**src/rtl/ramp_adc_ctrl_pkg.sv**
```systemverilog
// Shared types and defaults for the single-slope ramp ADC sequencer.
package ramp_adc_ctrl_pkg;

    typedef enum logic [1:0] {
        StIdle  = 2'd0,
        StDisch = 2'd1,
        StRamp  = 2'd2,
        StDone  = 2'd3
    } state_e;

    localparam int unsigned DefaultCntW       = 12;
    localparam int unsigned DefaultDischCyc   = 64;
    localparam int unsigned DefaultSyncStages = 2;

    // Counter width able to hold 0..n-1, never narrower than one bit.
    function automatic int unsigned cnt_width(input int unsigned n);
        return (n > 1) ? $clog2(n) : 1;
    endfunction

endpackage

```
**src/rtl/ramp_adc_ctrl_cmp_sync.sv**
```systemverilog
// Comparator synchronizer with a primable rising-edge detector.
module ramp_adc_ctrl_cmp_sync
    import ramp_adc_ctrl_pkg::*;
#(
    parameter int unsigned SyncStages = DefaultSyncStages
) (
    input  logic clk_i,
    input  logic rst_i,
    input  logic cmp_i,
    input  logic prime_i,
    output logic rise_o
);

    logic [SyncStages-1:0] sync_q;
    logic                  prev_q;
    logic                  cmp_s;

    assign cmp_s = sync_q[SyncStages-1];

    // While primed the previous value reads as 0, so a comparator already high
    // at the start of a ramp registers as a rising edge on the first cycle.
    always_ff @(posedge clk_i) begin
        if (rst_i) begin
            sync_q <= '0;
            prev_q <= 1'b0;
        end else begin
            sync_q <= {sync_q[SyncStages-2:0], cmp_i};
            prev_q <= prime_i ? 1'b0 : cmp_s;
        end
    end

    assign rise_o = cmp_s & ~prev_q;

endmodule

```
**src/rtl/ramp_adc_ctrl.sv**
```systemverilog
// Single-slope ADC sequencer: discharge, ramp and count until the comparator trips.
module ramp_adc_ctrl
    import ramp_adc_ctrl_pkg::*;
#(
    parameter int unsigned CntW       = DefaultCntW,
    parameter int unsigned DischCyc   = DefaultDischCyc,
    parameter int unsigned SyncStages = DefaultSyncStages
) (
    input  logic            clk_i,
    input  logic            rst_i,
    input  logic            start_i,
    input  logic            cont_i,
    input  logic            cmp_i,
    output logic            ramp_dischg_o,
    output logic            ramp_run_o,
    output logic [CntW-1:0] sample_o,
    output logic            sample_valid_o,
    input  logic            sample_ready_i,
    output logic            overflow_o,
    output logic            busy_o
);

    localparam int unsigned     DcntW    = cnt_width(DischCyc);
    localparam logic [DcntW-1:0] DcntLast = DcntW'(DischCyc - 1);
    localparam logic [CntW-1:0]  CntMax   = '1;
    localparam logic [CntW-1:0]  SyncSub  = CntW'(SyncStages);

    state_e            state_q, state_d;
    logic [DcntW-1:0]  dcnt_q, dcnt_d;
    logic [CntW-1:0]   cnt_q, cnt_d;
    logic [CntW-1:0]   sample_q, sample_d;
    logic              overflow_q, overflow_d;
    logic              dischg_q, run_q, valid_q, busy_q;
    logic              trip;

    ramp_adc_ctrl_cmp_sync #(
        .SyncStages(SyncStages)
    ) u_cmp_sync (
        .clk_i  (clk_i),
        .rst_i  (rst_i),
        .cmp_i  (cmp_i),
        .prime_i(state_q != StRamp),
        .rise_o (trip)
    );

    always_comb begin
        state_d    = state_q;
        dcnt_d     = dcnt_q;
        cnt_d      = cnt_q;
        sample_d   = sample_q;
        overflow_d = overflow_q;
        unique case (state_q)
            StIdle: begin
                if (start_i || cont_i) begin
                    state_d = StDisch;
                    dcnt_d  = '0;
                end
            end
            StDisch: begin
                if (dcnt_q == DcntLast) begin
                    state_d = StRamp;
                    cnt_d   = '0;
                end else begin
                    dcnt_d = dcnt_q + 1'b1;
                end
            end
            StRamp: begin
                // Trip takes priority over full scale; the synchronizer delay is removed.
                if (trip) begin
                    sample_d   = (cnt_q >= SyncSub) ? cnt_q - SyncSub : '0;
                    overflow_d = 1'b0;
                    state_d    = StDone;
                end else if (cnt_q == CntMax) begin
                    sample_d   = '1;
                    overflow_d = 1'b1;
                    state_d    = StDone;
                end else begin
                    cnt_d = cnt_q + 1'b1;
                end
            end
            StDone: begin
                if (sample_ready_i) begin
                    state_d = cont_i ? StDisch : StIdle;
                    dcnt_d  = '0;
                end
            end
            default: state_d = StIdle;
        endcase
    end

    // Outputs are registered from the next state so they align with it.
    always_ff @(posedge clk_i) begin
        if (rst_i) begin
            state_q    <= StIdle;
            dcnt_q     <= '0;
            cnt_q      <= '0;
            sample_q   <= '0;
            overflow_q <= 1'b0;
            dischg_q   <= 1'b1;
            run_q      <= 1'b0;
            valid_q    <= 1'b0;
            busy_q     <= 1'b0;
        end else begin
            state_q    <= state_d;
            dcnt_q     <= dcnt_d;
            cnt_q      <= cnt_d;
            sample_q   <= sample_d;
            overflow_q <= overflow_d;
            dischg_q   <= (state_d != StRamp);
            run_q      <= (state_d == StRamp);
            valid_q    <= (state_d == StDone);
            busy_q     <= (state_d != StIdle);
        end
    end

    assign ramp_dischg_o  = dischg_q;
    assign ramp_run_o     = run_q;
    assign sample_o       = sample_q;
    assign sample_valid_o = valid_q;
    assign overflow_o     = overflow_q;
    assign busy_o         = busy_q;

endmodule
```
**config.mk**
```make
export PLATFORM = sky130hd
export DESIGN_NAME = ramp_adc_ctrl
export DESIGN_NICKNAME = d
export VERILOG_FILES = /design/src/rtl/ramp_adc_ctrl_pkg.sv /design/src/rtl/ramp_adc_ctrl_cmp_sync.sv /design/src/rtl/ramp_adc_ctrl.sv
export SDC_FILE = /design/constraint.sdc
export NUM_CORES = 1
export LEC_CHECK = 0
export BUFFER_PORTS_ARGS = -buffer_cell sky130_fd_sc_hd__buf_2
export CORE_ASPECT_RATIO = 0.5
export CORE_MARGIN = 1
export CORE_UTILIZATION = 50
export DETAILED_ROUTE_END_ITERATION = 16
export GPL_TIMING_DRIVEN = 0
export PLACE_DENSITY = 0.72
export SKIP_CTS_REPAIR_TIMING = 1
export SLEW_MARGIN = 5
export SYNTH_ARGS = -nofsm -noshare
export SYNTH_HDL_FRONTEND = slang
export SYNTH_HIERARCHICAL = 1
export SYNTH_SLANG_ARGS = --single-unit
```
**constraint.sdc**
```tcl
create_clock -name clk_i -period 2 [get_ports clk_i]
set_clock_uncertainty 0.15 [all_clocks]
set_input_delay 0.3 -clock clk_i [delete_from_list [all_inputs] [get_ports clk_i]]
set_output_delay 0.3 -clock clk_i [all_outputs]
set_load 0.01 [all_outputs]
```
==> results by group <==
Setup path
  – Worst setup path class: flip-flop to flip-flop
  – Cell breakdown of the critical path: inv_1, ha_2, or4b_4, a211oi_1, a21oi_1, a221oi_2
  – Maximum fanout along the worst path: 8
  – Number of buffers and inverters on the critical path: 1
  – Slowest CP cell: sky130_fd_sc_hd__or4b_4
  – Cell type group with the largest total delay on the critical path: compound AO/OA/AOI/OAI gates
  – Worst Setup End Kind: flip-flop
  – WP data arrival: 2.00 ns
  – Crit start category: flip-flop
  – Required time worst endpoint: between 2 and 2.5 ns
  – Longest individual stage delay on the worst path: 0.48 ns

Yosys
  – Count of distinct cell types in the synthesized netlist: 64
  – Register bit count reported by yosys: 40
  – Sequential-to-total area share from yosys stat: 0.370
  – Share of flip-flops with an asynchronous set or reset after synthesis: 0
  – Post-Synthesis Mean Instance Area: slightly above 9 um2
  – Number of enable-type register cells in the synthesized netlist: 0
  – Synthesized area: approximately 2200 um2
  – Prevailing post-synth register cell: sky130_fd_sc_hd__dfxtp_1
  – Net count of the mapped netlist: between 200 and 250
  – Warnings, synthesis: 6
  – Gate count of the mapped netlist: ~240

Detailed routing
  – Routed metal-1 wirelength: 2.34 mm
  – Antenna violation net count after detailed routing: 0
  – Detailed Routing Iterations Pass 1: 4
  – Vias per cell: 5.90
  – Total length of routed met2 wires: 2.31 mm
  – Post-detailed-routing wire length: 4.93 mm
  – Wire length per cell: 15.1 um
  – Sum of met3 wire segment lengths after detailed routing: 257 um
  – Via count of the routed design: slightly below 2,000
  – Uppermost signal routing layer after detailed routing: met4
  – Number of design-rule violations left by the first detailed-router iteration: just over 80
  – Number of remaining DRC errors: 0

Outcome
  – Status: completed

Floorplanning
  – Overall die area: 4610 um2
  – # IOs: 23
  – Starting Density: 0.538
  – Width of the die: 95.1 um
  – Std-Cell Rows: 16
  – Floorplan Core Area: 4020 um2
  – Overall die height: 48.5 um

Layout
  – Fraction of final layout cells sized beyond drive strength 1: 0.326
  – Synth-to-layout area growth: 19.2%
  – FF/Latch Area: roughly 810 um2
  – Post-layout nets: 284
  – Layout filler cell count: 340
  – Area of combinational cells with multiple inputs: 1310 um2
  – Antenna Diode Count: 0
  – Most common library cell in the layout ignoring fill and taps: sky130_fd_sc_hd__dfxtp_1
  – Commonest cells after routing, fill and taps aside: sky130_fd_sc_hd__dfxtp_1 (34), sky130_fd_sc_hd__buf_2 (25), sky130_fd_sc_hd__nand2_1 (18)

Timing
  – Peak Freq: 516 MHz
  – Max-slew headroom at the worst pin: 0.584
  – RSZ-0062 raised after global routing: true
  – Final cycle utilization of the critical path: 0.970
  – Final setup violation count: 0
  – Pin slew with the least headroom to its limit: a little over 0.6 ns
  – Fin. Hold Viols: 0
  – Max-slew violations: 0
  – Aggregate negative setup slack: 0 ns
  – Min Tclk post-route: 1.94 ns
  – Post-Route Hold Slack: ~0.064 ns
  – Final critical-path setup slack: slightly above 0.06 ns

Run
  – Max cap viols: 0

Clock tree
  – Clock slew at reported path FFs: 0.07 ns
  – Insertion delay of the later-clocked pin in the worst-skew pair: a little under 0.3 ns
  – TritonCTS clock tree: yes
  – Root Driver: sky130_fd_sc_hd__clkbuf_8
  – Number of buffers created by CTS: 5
  – Max H-tree Level: 2
  – Number of buffers on the longest clock path: 2
  – Clock sink count: 40

Power and ir drop
  – Pwr/cell area: between 500 and 600 nW/um2
  – Largest vdd supply drop: around 0.33 mV
  – Leak: 1.02 nW

Placed design
  – HPWL Detailed: 3.52 mm
  – Count of buffers inserted at the top-level ports: 22
  – Post-Place Setup Slack: -0.285 ns
  – Gp weighted congestion: 0.893

Global route
  – Wire length of the first global-routing pass: 7.93 mm
  – Initial antenna violation count: 0
  – Combined global-route utilization of all metal layers: 0.218
  – Overflow left after global routing: 0
  – Maximum number of pins on one net before global-route repair: 13
  – Via count of the first global-routing pass: 1,761

Min path
  – Worst hold path type: primary input to flip-flop
## stage by stage
step / utilization / total power, mW / std cells / area (um2)
floorplan: - / 0.871 / 235 / 2160
global placement: 0.582 / 0.891 / 311 / 2340
detailed placement: 0.582 / 0.894 / 311 / 2340
CTS: 0.602 / 1.41 / 318 / 2420
global route: 0.641 / 1.45 / 327 / 2580
finish: 0.641 / 1.40 / 327 / 2580
## cells in the mapped netlist, drive strengths merged (4+ instances only)
cell type	number	area share
inv	9	0.016
buf	11	0.038
nor3	7	0.021
o21ai	12	0.029
mux2i	4	0.018
dfxtp	40	0.37
nor4	6	0.031
ha	5	0.029
nand2b	4	0.012
nand3	7	0.016
nor2b	5	0.016
nor2	12	0.021
a21oi	17	0.041
or3	6	0.017
o31ai	7	0.024
or4	5	0.023
nand2	18	0.031
o221a	5	0.026
nand4	4	0.018
## cell families after synthesis
| logic type | Yosys count | share of synthesized area |
|---|---|---|
| AOI/OAI and AO/OA | 70 | 0.238 |
| xor gates and xnor gates | 5 | 0.0202 |
| adders and majority gates | 5 | 0.0289 |
| buffers and inverters | 23 | 0.0584 |
| DFF | 40 | 0.370 |
| muxes | 4 | 0.0185 |
| and+or+nand+nor | 88 | 0.266 |
## power by group
group	leakage, nW	switching [mW]	total [mW]	internal (mW)
logic	0.656	0.0436	0.0699	0.0263
registers	0.327	0.00698	0.808	0.801
clock network	0.0400	0.284	0.520	0.236
## final cells by class
cell class,count,area share
multi-input cells,172,0.506
flip-flops and latches,40,0.315
repair buffers,32,0.0708
plain buffers,13,0.0369
clock buffers,5,0.0267
well taps,54,0.0262
inverters,9,0.0131
clock inverters,2,0.00485
## state kept, by name, indices dropped and copies added, names as in the netlist
name and flops:
busy_o 1, cnt_q 12, dcnt_q 6, overflow_o 1, ramp_dischg_o 1, ramp_run_o 1, sample_o 12, sample_valid_o 1
state_q 2, u_cmp_sync/prev_q 1, u_cmp_sync/sync_q 2
## routing by layer
metal / GRT usage / vias to the layer above
li1: - / 964
met1: 0.285 / 921
met2: 0.360 / 39
met3: 0.0613 / 4
met4: 0.0455 / 0
met5: 0 / -
## path summary, 6_finish.rpt
check | start | endpoint | slack [ns] | depth (start not counted)
hold / removal | rst_i | u_cmp_sync/prev_q | 0.06 | 2
setup reg to reg | cnt_q[2] | sample_o[9] | 0.06 | 6
setup / recovery | cnt_q[2] | sample_o[9] | 0.06 | 6
hold reg to reg | u_cmp_sync/sync_q[0] | u_cmp_sync/sync_q[1] | 0.30 | 1
Note: power is estimated with default switching activity, not from simulation.
